### src/rtl/alu_seq.sv
// Handshaked ALU: single-cycle logic/arithmetic ops plus iterative MUL/MULHU/DIVU/REMU.
// One operation in flight; results are registered and held until the consumer takes them.
module alu_seq #(
    parameter int unsigned WIDTH = 32
) (
    input  logic             clk,
    input  logic             rst_n,
    input  logic             in_valid,
    output logic             in_ready,
    input  logic [WIDTH-1:0] in_A,
    input  logic [WIDTH-1:0] in_B,
    input  logic [3:0]       alu_sel,
    output logic             out_valid,
    input  logic             out_ready,
    output logic [WIDTH-1:0] alu_result,
    output logic             zero,
    output logic             err
);

    localparam int unsigned SH = $clog2(WIDTH);
    localparam int unsigned CW = SH + 1;
    localparam logic [CW-1:0] LastCnt = CW'(WIDTH - 1);

    typedef enum logic [1:0] {StIdle, StExec, StDone} state_t;

    state_t             r_state, w_state_d;
    logic [CW-1:0]      r_cnt, w_cnt_d;
    logic [3:0]         r_op, w_op_d;
    logic [2*WIDTH-1:0] r_mcand, w_mcand_d;
    logic [WIDTH-1:0]   r_mplier, w_mplier_d;
    logic [2*WIDTH-1:0] r_acc, w_acc_d;
    logic [WIDTH:0]     r_rem, w_rem_d;
    logic [WIDTH-1:0]   r_quo, w_quo_d;
    logic [WIDTH-1:0]   r_div, w_div_d;
    logic [WIDTH-1:0]   r_result, w_result_d;
    logic               r_zero, w_zero_d;
    logic               r_err, w_err_d;

    logic               w_multi, w_illegal, w_lt_s;
    logic [WIDTH-1:0]   w_single, w_final;
    logic [2*WIDTH-1:0] w_acc_step;
    logic [WIDTH:0]     w_shift, w_trial, w_rem_step;
    logic [WIDTH-1:0]   w_quo_step;

    assign w_multi   = (alu_sel >= 4'd10) && (alu_sel <= 4'd13);
    assign w_illegal = (alu_sel >= 4'd14);
    assign w_lt_s    = $signed(in_A) < $signed(in_B);

    always_comb begin
        w_single = '0;
        case (alu_sel)
            4'd0:    w_single = in_A + in_B;
            4'd1:    w_single = in_A - in_B;
            4'd2:    w_single = in_A & in_B;
            4'd3:    w_single = in_A | in_B;
            4'd4:    w_single = in_A ^ in_B;
            4'd5:    w_single = {{(WIDTH-1){1'b0}}, (in_A < in_B)};
            4'd6:    w_single = in_A << in_B[SH-1:0];
            4'd7:    w_single = in_A >> in_B[SH-1:0];
            4'd8:    w_single = {{(WIDTH-1){1'b0}}, w_lt_s};
            4'd9:    w_single = $unsigned($signed(in_A) >>> in_B[SH-1:0]);
            default: w_single = '0;
        endcase
    end

    // Shift-add multiply: multiplicand walks left, multiplier walks right.
    assign w_acc_step = r_mplier[0] ? (r_acc + r_mcand) : r_acc;

    // Restoring divide; a divisor of zero naturally yields all-ones quotient and remainder = A.
    assign w_shift    = {r_rem[WIDTH-1:0], r_quo[WIDTH-1]};
    assign w_trial    = w_shift - {1'b0, r_div};
    assign w_rem_step = w_trial[WIDTH] ? w_shift : w_trial;
    assign w_quo_step = {r_quo[WIDTH-2:0], ~w_trial[WIDTH]};

    always_comb begin
        w_final = '0;
        case (r_op)
            4'd10:   w_final = w_acc_step[WIDTH-1:0];
            4'd11:   w_final = w_acc_step[2*WIDTH-1:WIDTH];
            4'd12:   w_final = w_quo_step;
            default: w_final = w_rem_step[WIDTH-1:0];
        endcase
    end

    always_comb begin
        w_state_d  = r_state;
        w_cnt_d    = r_cnt;
        w_op_d     = r_op;
        w_mcand_d  = r_mcand;
        w_mplier_d = r_mplier;
        w_acc_d    = r_acc;
        w_rem_d    = r_rem;
        w_quo_d    = r_quo;
        w_div_d    = r_div;
        w_result_d = r_result;
        w_zero_d   = r_zero;
        w_err_d    = r_err;
        case (r_state)
            StIdle: begin
                if (in_valid) begin
                    if (w_multi) begin
                        w_op_d     = alu_sel;
                        w_cnt_d    = '0;
                        w_mcand_d  = {{WIDTH{1'b0}}, in_A};
                        w_mplier_d = in_B;
                        w_acc_d    = '0;
                        w_rem_d    = '0;
                        w_quo_d    = in_A;
                        w_div_d    = in_B;
                        w_state_d  = StExec;
                    end else begin
                        w_result_d = w_single;
                        w_zero_d   = w_illegal ? 1'b1 : (w_single == '0);
                        w_err_d    = w_illegal;
                        w_state_d  = StDone;
                    end
                end
            end
            StExec: begin
                w_acc_d    = w_acc_step;
                w_mcand_d  = r_mcand << 1;
                w_mplier_d = r_mplier >> 1;
                w_rem_d    = w_rem_step;
                w_quo_d    = w_quo_step;
                w_cnt_d    = r_cnt + 1'b1;
                if (r_cnt == LastCnt) begin
                    w_cnt_d    = r_cnt;
                    w_result_d = w_final;
                    w_zero_d   = (w_final == '0);
                    w_err_d    = 1'b0;
                    w_state_d  = StDone;
                end
            end
            StDone: begin
                if (out_ready) begin
                    w_state_d = StIdle;
                end
            end
            default: w_state_d = StIdle;
        endcase
    end

    always_ff @(posedge clk) begin
        if (!rst_n) begin
            r_state  <= StIdle;
            r_cnt    <= '0;
            r_op     <= '0;
            r_mcand  <= '0;
            r_mplier <= '0;
            r_acc    <= '0;
            r_rem    <= '0;
            r_quo    <= '0;
            r_div    <= '0;
            r_result <= '0;
            r_zero   <= 1'b0;
            r_err    <= 1'b0;
        end else begin
            r_state  <= w_state_d;
            r_cnt    <= w_cnt_d;
            r_op     <= w_op_d;
            r_mcand  <= w_mcand_d;
            r_mplier <= w_mplier_d;
            r_acc    <= w_acc_d;
            r_rem    <= w_rem_d;
            r_quo    <= w_quo_d;
            r_div    <= w_div_d;
            r_result <= w_result_d;
            r_zero   <= w_zero_d;
            r_err    <= w_err_d;
        end
    end

    assign in_ready   = (r_state == StIdle);
    assign out_valid  = (r_state == StDone);
    assign alu_result = r_result;
    assign zero       = r_zero;
    assign err        = r_err;

endmodule

### config.mk
export PLATFORM = sky130hd
export DESIGN_NAME = alu_seq
export DESIGN_NICKNAME = d
export VERILOG_FILES = /design/src/rtl/alu_seq.sv
export SDC_FILE = /design/constraint.sdc
export NUM_CORES = 1
export LEC_CHECK = 0
export ABC_AREA = 1
export CAP_MARGIN = 20
export CORE_ASPECT_RATIO = 1.5
export CORE_MARGIN = 2
export CORE_UTILIZATION = 64
export DETAILED_ROUTE_END_ITERATION = 12
export PLACE_DENSITY = 0.83
export SLEW_MARGIN = 20
export SYNTH_ARGS = -nofsm -noshare
export SYNTH_HDL_FRONTEND = slang
export SYNTH_SLANG_ARGS = --single-unit
export TNS_END_PERCENT = 5
### constraint.sdc
create_clock -name clk -period 4.6 [get_ports clk]
set_clock_uncertainty 0.15 [all_clocks]
set_input_delay 0.92 -clock clk [delete_from_list [all_inputs] [get_ports clk]]
set_output_delay 0.92 -clock clk [all_outputs]
set_load 0.01 [all_outputs]
==> results.py, run 1 <==
metrics = {
    "cts": {
        "cts_buffers": 34,
        "holdBufCountCts": 0,
        "post_cts_resized": 0,
        "cts.sinks": 302,
        "cts_buffer_depth": 3,
        "cts_setup_buffers": 0,
        "root_buffer": "clkbuf_16",
        "htree_levels": 2,
    },
    "grt": {
        "grt_max_degree": 188,
        "overflow": 232,
        "grt_pass1_wl_mm": 258,
        "grt_util_all_layers_pct": 67.1,
        "grt_pass1_vias": 41300,
    },
    "die": {
        "die_w_um": 183,
        "die_y_um": 272,
        "initial_core_util_pct": 64.6,
        "io_pins": 108,
        "rows": 98,
    },
    "synth": {
        "syn_inst": 5584,
        "synth_common_cells": "2094 x nand2_1, 705 x inv_1, 512 x nand3_1, 448 x a21oi_1, 387 x nor2_1",
        "synth.most_common_cell": "nand2_1",
        "async_flop_share_pct": 0,
        "synth_ff_type": "dfxtp_1",
        "synth_top_area_share_pct": 25.6,
        "synth_area_leaders": "nand2_1 26%, dfxtp_1 20%, inv_1 8.6%, nand3_1 8.3%, ha_1 8.0%",
        "synth_area_mm2": 0.0307,
        "synth_cell_types": 54,
        "synth_top_area_cell": "nand2_1",
        "synth.avg_cell_area_um2": 5.50,
        "synth_edf_count": 0,
        "ys_ff_latch": 302,
        "yosysWarningCount": 0,
        "syn_nets": 5856,
        "yosysSeqAreaShare_pct": 19.7,
    },
    "placed_design": {
        "numPlacedInstances": 6290,
        "dp_hpwl_mm": 115,
        "gp_congestion": 1.26,
        "port_buffers": 107,
    },
    "outcome": {
        "haltStage": "5_1_grt",
        "error_line": "[ERROR GRT-0116] Global routing finished with congestion. Check the congestion regions in the DRC Viewer.",
        "status": "aborted with a tool error",
    },
}
[cells by family after synthesis]
kind of cell	Yosys count	share of synthesized area (%)
compound gates	899	16.1
xor+xnor	41	1.17
fa+ha+maj	200	8.24
buf+inv	949	12.0
flops	302	19.7
mux	10	0.326
simple gates	3183	42.5
[per-stage QoR]
stage / setup TNS [ns] / hold WS, ns / setup WS (ns) / util, % / area (µm²)
2_1_floorplan: 0 / 0.291 / 0.670 / - / 30700
3_3_place_gp: -0.314 / 0.300 / -0.314 / 70.3 / 33500
3_5_place_dp: -0.266 / 0.304 / -0.266 / 70.3 / 33500
4_1_cts: 0 / 0.314 / 0.340 / 72.9 / 34700
[per-layer routing]
metal | overflow | global-route usage (%)
met1 | 1 | 67.6
met2 | 138 | 92.5
met3 | 5 | 37.0
met4 | 87 | 73.4
met5 | 1 | 2.15
==> run 2, diff against run 1 <==
--- a/config.mk
+++ b/config.mk
@@ -7,11 +7,10 @@
 export LEC_CHECK = 0
 export ABC_AREA = 1
 export CAP_MARGIN = 20
-export CORE_ASPECT_RATIO = 1.5
 export CORE_MARGIN = 2
-export CORE_UTILIZATION = 64
+export CORE_UTILIZATION = 40
 export DETAILED_ROUTE_END_ITERATION = 12
-export PLACE_DENSITY = 0.83
+export PLACE_DENSITY_LB_ADDON = 0.15
 export SLEW_MARGIN = 20
 export SYNTH_ARGS = -nofsm -noshare
 export SYNTH_HDL_FRONTEND = slang
==> results.py, run 2 <==
metrics = {
    "synth": {
        "synth_area_mm2": 0.0307,
        "ys_ff_latch": 302,
        "synth_cell_types": 54,
        "synth.avg_cell_area_um2": 5.50,
        "synthMuxAreaShare_pct": 0.326,
        "synth_fa_ha_area_share_pct": 8.24,
        "yosysSeqAreaShare_pct": 19.7,
        "synth_common_cells": "2094 x nand2_1, 705 x inv_1, 512 x nand3_1, 448 x a21oi_1, 387 x nor2_1",
        "syn_nets": 5856,
        "synth_top_area_cell": "nand2_1",
        "synth_top_family_by_area": "simple AND/OR/NAND/NOR gates",
        "synth_ff_type": "dfxtp_1",
        "synth_edf_count": 0,
        "syn_inst": 5584,
        "synth_top_area_share_pct": 25.6,
        "synthSimpleGateAreaFrac_pct": 42.5,
        "synth_area_leaders": "nand2_1 26%, dfxtp_1 20%, inv_1 8.6%, nand3_1 8.3%, ha_1 8.0%",
        "synth_compound_area_share_pct": 16.1,
        "yosysWarningCount": 0,
        "synth-xor-area-share_pct": 1.17,
        "synth.most_common_cell": "nand2_1",
        "async_flop_share_pct": 0,
    },
    "cts": {
        "cts_setup_buffers": 0,
        "root_buffer": "clkbuf_16",
        "cts_tree": "built",
        "holdBufCountCts": 0,
        "insertion_delay_ns": 0.58,
        "htree_levels": 2,
        "clk_pin_slew_ns": 0.06,
        "cts.sinks": 302,
        "cts_buffer_depth": 3,
        "post_cts_resized": 0,
        "cts_buffers": 40,
    },
    "sta": {
        "final_max_slew_viol_count": 0,
        "max_freq_mhz": 241,
        "tightest_slew_ns": 0.876,
        "setup_viol": 0,
        "worst_slack_ns": 0.454,
        "fin_crit_sh_pct": 90.1,
        "min_period_ns": 4.15,
        "grt_setup_unrepaired": "no",
        "maxSlewHeadroom_pct": 41.5,
        "finalHoldViolCount": 0,
    },
    "run": {
        "drv_cap": 0,
    },
    "detailed_routing": {
        "vias": 37200,
        "ant_nets": 0,
        "routed_wirelength_mm": 150,
        "drtIter0Drc": 4046,
        "route.detailed.drc": 0,
        "wl_per_cell_um": 22.1,
        "drtPass1Iterations": 7,
        "vias_per_cell": 5.47,
    },
    "setup_path": {
        "cp_max_fo": 4,
        "crit_path_end_kind": "flop",
        "r2r_start": "r_quo[31]",
        "arrival_ns": 4.48,
        "start_kind": "input port",
        "crit_required_ns": 4.93,
        "critPathLaunch": "in_B[14]",
        "rrSetupSlack_ns": 0.59,
        "crit_type": "input port to flop",
    },
    "placed_design": {
        "dpl_worst_slack_ns": 0.00565,
        "port_buffers": 107,
        "dp_hpwl_mm": 123,
        "placed_area_mm2": 0.0341,
        "gp_congestion": 1.05,
    },
    "die": {
        "io_pins": 108,
        "rows": 101,
        "die_y_um": 281,
        "die-area_mm2": 0.0791,
        "initial_core_util_pct": 40.5,
        "coreArea_mm2": 0.0759,
        "die_w_um": 281,
    },
    "power_and_ir_drop": {
        "power_density_mw_per_mm2": 651,
        "p_sw_share_pct": 57.0,
        "p_seq_share_pct": 14.2,
        "pwr-share-comb_pct": 71.3,
        "power_frac_clock_pct": 14.5,
        "intPower_w": 0.00995,
        "p_switching_w": 0.0132,
        "irDropWorstVdd_uv": 1020,
        "p_leak_nw": 17.1,
    },
    "finish": {
        "drive_gt1_share_pct": 7.13,
        "reg_top3": "r_acc (64), r_mcand (64)",
        "nets": 6021,
        "final_cell_mix": "2093 x nand2_1, 702 x inv_1, 512 x nand3_1, 448 x a21oi_1, 382 x nor2_1",
        "area_growth_pct": 15.6,
        "fin_area_mm2": 0.0355,
        "n_antenna_cell": 0,
        "layout_commonest_cell": "nand2_1",
    },
    "grt": {
        "grt_max_degree": 165,
        "grt_util_all_layers_pct": 37.4,
        "antenna_found_initial": 2,
        "grt_pass1_vias": 34300,
        "grt_pass1_wl_mm": 220,
        "overflow": 0,
    },
    "min_path": {
        "hold_path.class": "flop to flop",
        "hold_start": "r_div[4]",
    },
    "outcome": {
        "status": "finished, final reports clean",
    },
}
run 2: logic make-up after synthesis:
logic type,after synthesis
flip-flops,302
AO/OA/AOI/OAI,899
AND/OR/NAND/NOR,3183
multiplexers,10
buffers and inverters,949
adder cells (fa/ha/maj),200
XOR/XNOR,41
run 2: area by class of cell:
cell class,count,area [µm²]
Multi-Input combinational cell,4333,21000
Timing Repair Buffer,355,3050
Sequential cell,302,6050
Inverter,717,2700
Clock inverter,18,258
Clock buffer,52,1130
Tap cell,1030,1290
Fill cell,8504,40400
run 2: metal layers:
layer | global-route usage (%) | wire length, µm | up-vias
met5 | 0 | 13 | -
met4 | 15.1 | 6960 | 2
met3 | 5.65 | 12400 | 226
met2 | 59.3 | 65900 | 1479
met1 | 50.5 | 65200 | 17300
li1 | - | - | 18200
run 2: per-stage QoR:
step	std cells	utilization, %	power, W	TNS, ns	hold WS (ns)
6_report	6807	46.8	0.0231	0	0.311
4_1_cts	6807	46.8	0.0229	0	0.312
5_1_grt	6807	46.8	0.0242	0	0.325
3_5_place_dp	6737	44.9	0.0195	0	0.305
2_1_floorplan	5584	-	0.0103	0	0.291
3_3_place_gp	6737	44.9	0.0196	-0.108	0.300
run 2: path summary, 6_finish.rpt:
| path | endpoint | cells past startpoint |
|---|---|---|
| max | zero | 21 |
| min | r_div[4] | 2 |
| max reg2reg | zero | 23 |
| min reg2reg | r_div[4] | 2 |
run 2: power groups by stage:
stage                     logic [W]  clock network [W]  registers, W
final                        0.0165            0.00335       0.00328
after global routing         0.0174            0.00349       0.00331
after CTS                    0.0162            0.00339       0.00327
after detailed placement     0.0162                  0       0.00332
after global placement       0.0163                  0       0.00333
after floorplan             0.00713                  0       0.00313
run 2: worst max-delay path: stages:
cell             delay, ns
clkdlybuf4s50_1       0.63
inv_1                 0.13
ha_1                  0.36
buf_4                 0.17
nor2_1                0.28
nand2_1               0.21
a21oi_1               0.28
nor2_1                0.10
nand3_1               0.11
a21oi_1               0.06
o21ai_0               0.10
nand2_1               0.15
nor2_1                0.19
nand2_1               0.07
nor2_1                0.13
nand2_1               0.07
nor2_1                0.10
nand3_1               0.10
nand2_1               0.11
inv_1                 0.05
a21oi_2               0.12
Note: power is estimated with default switching activity, not from simulation.
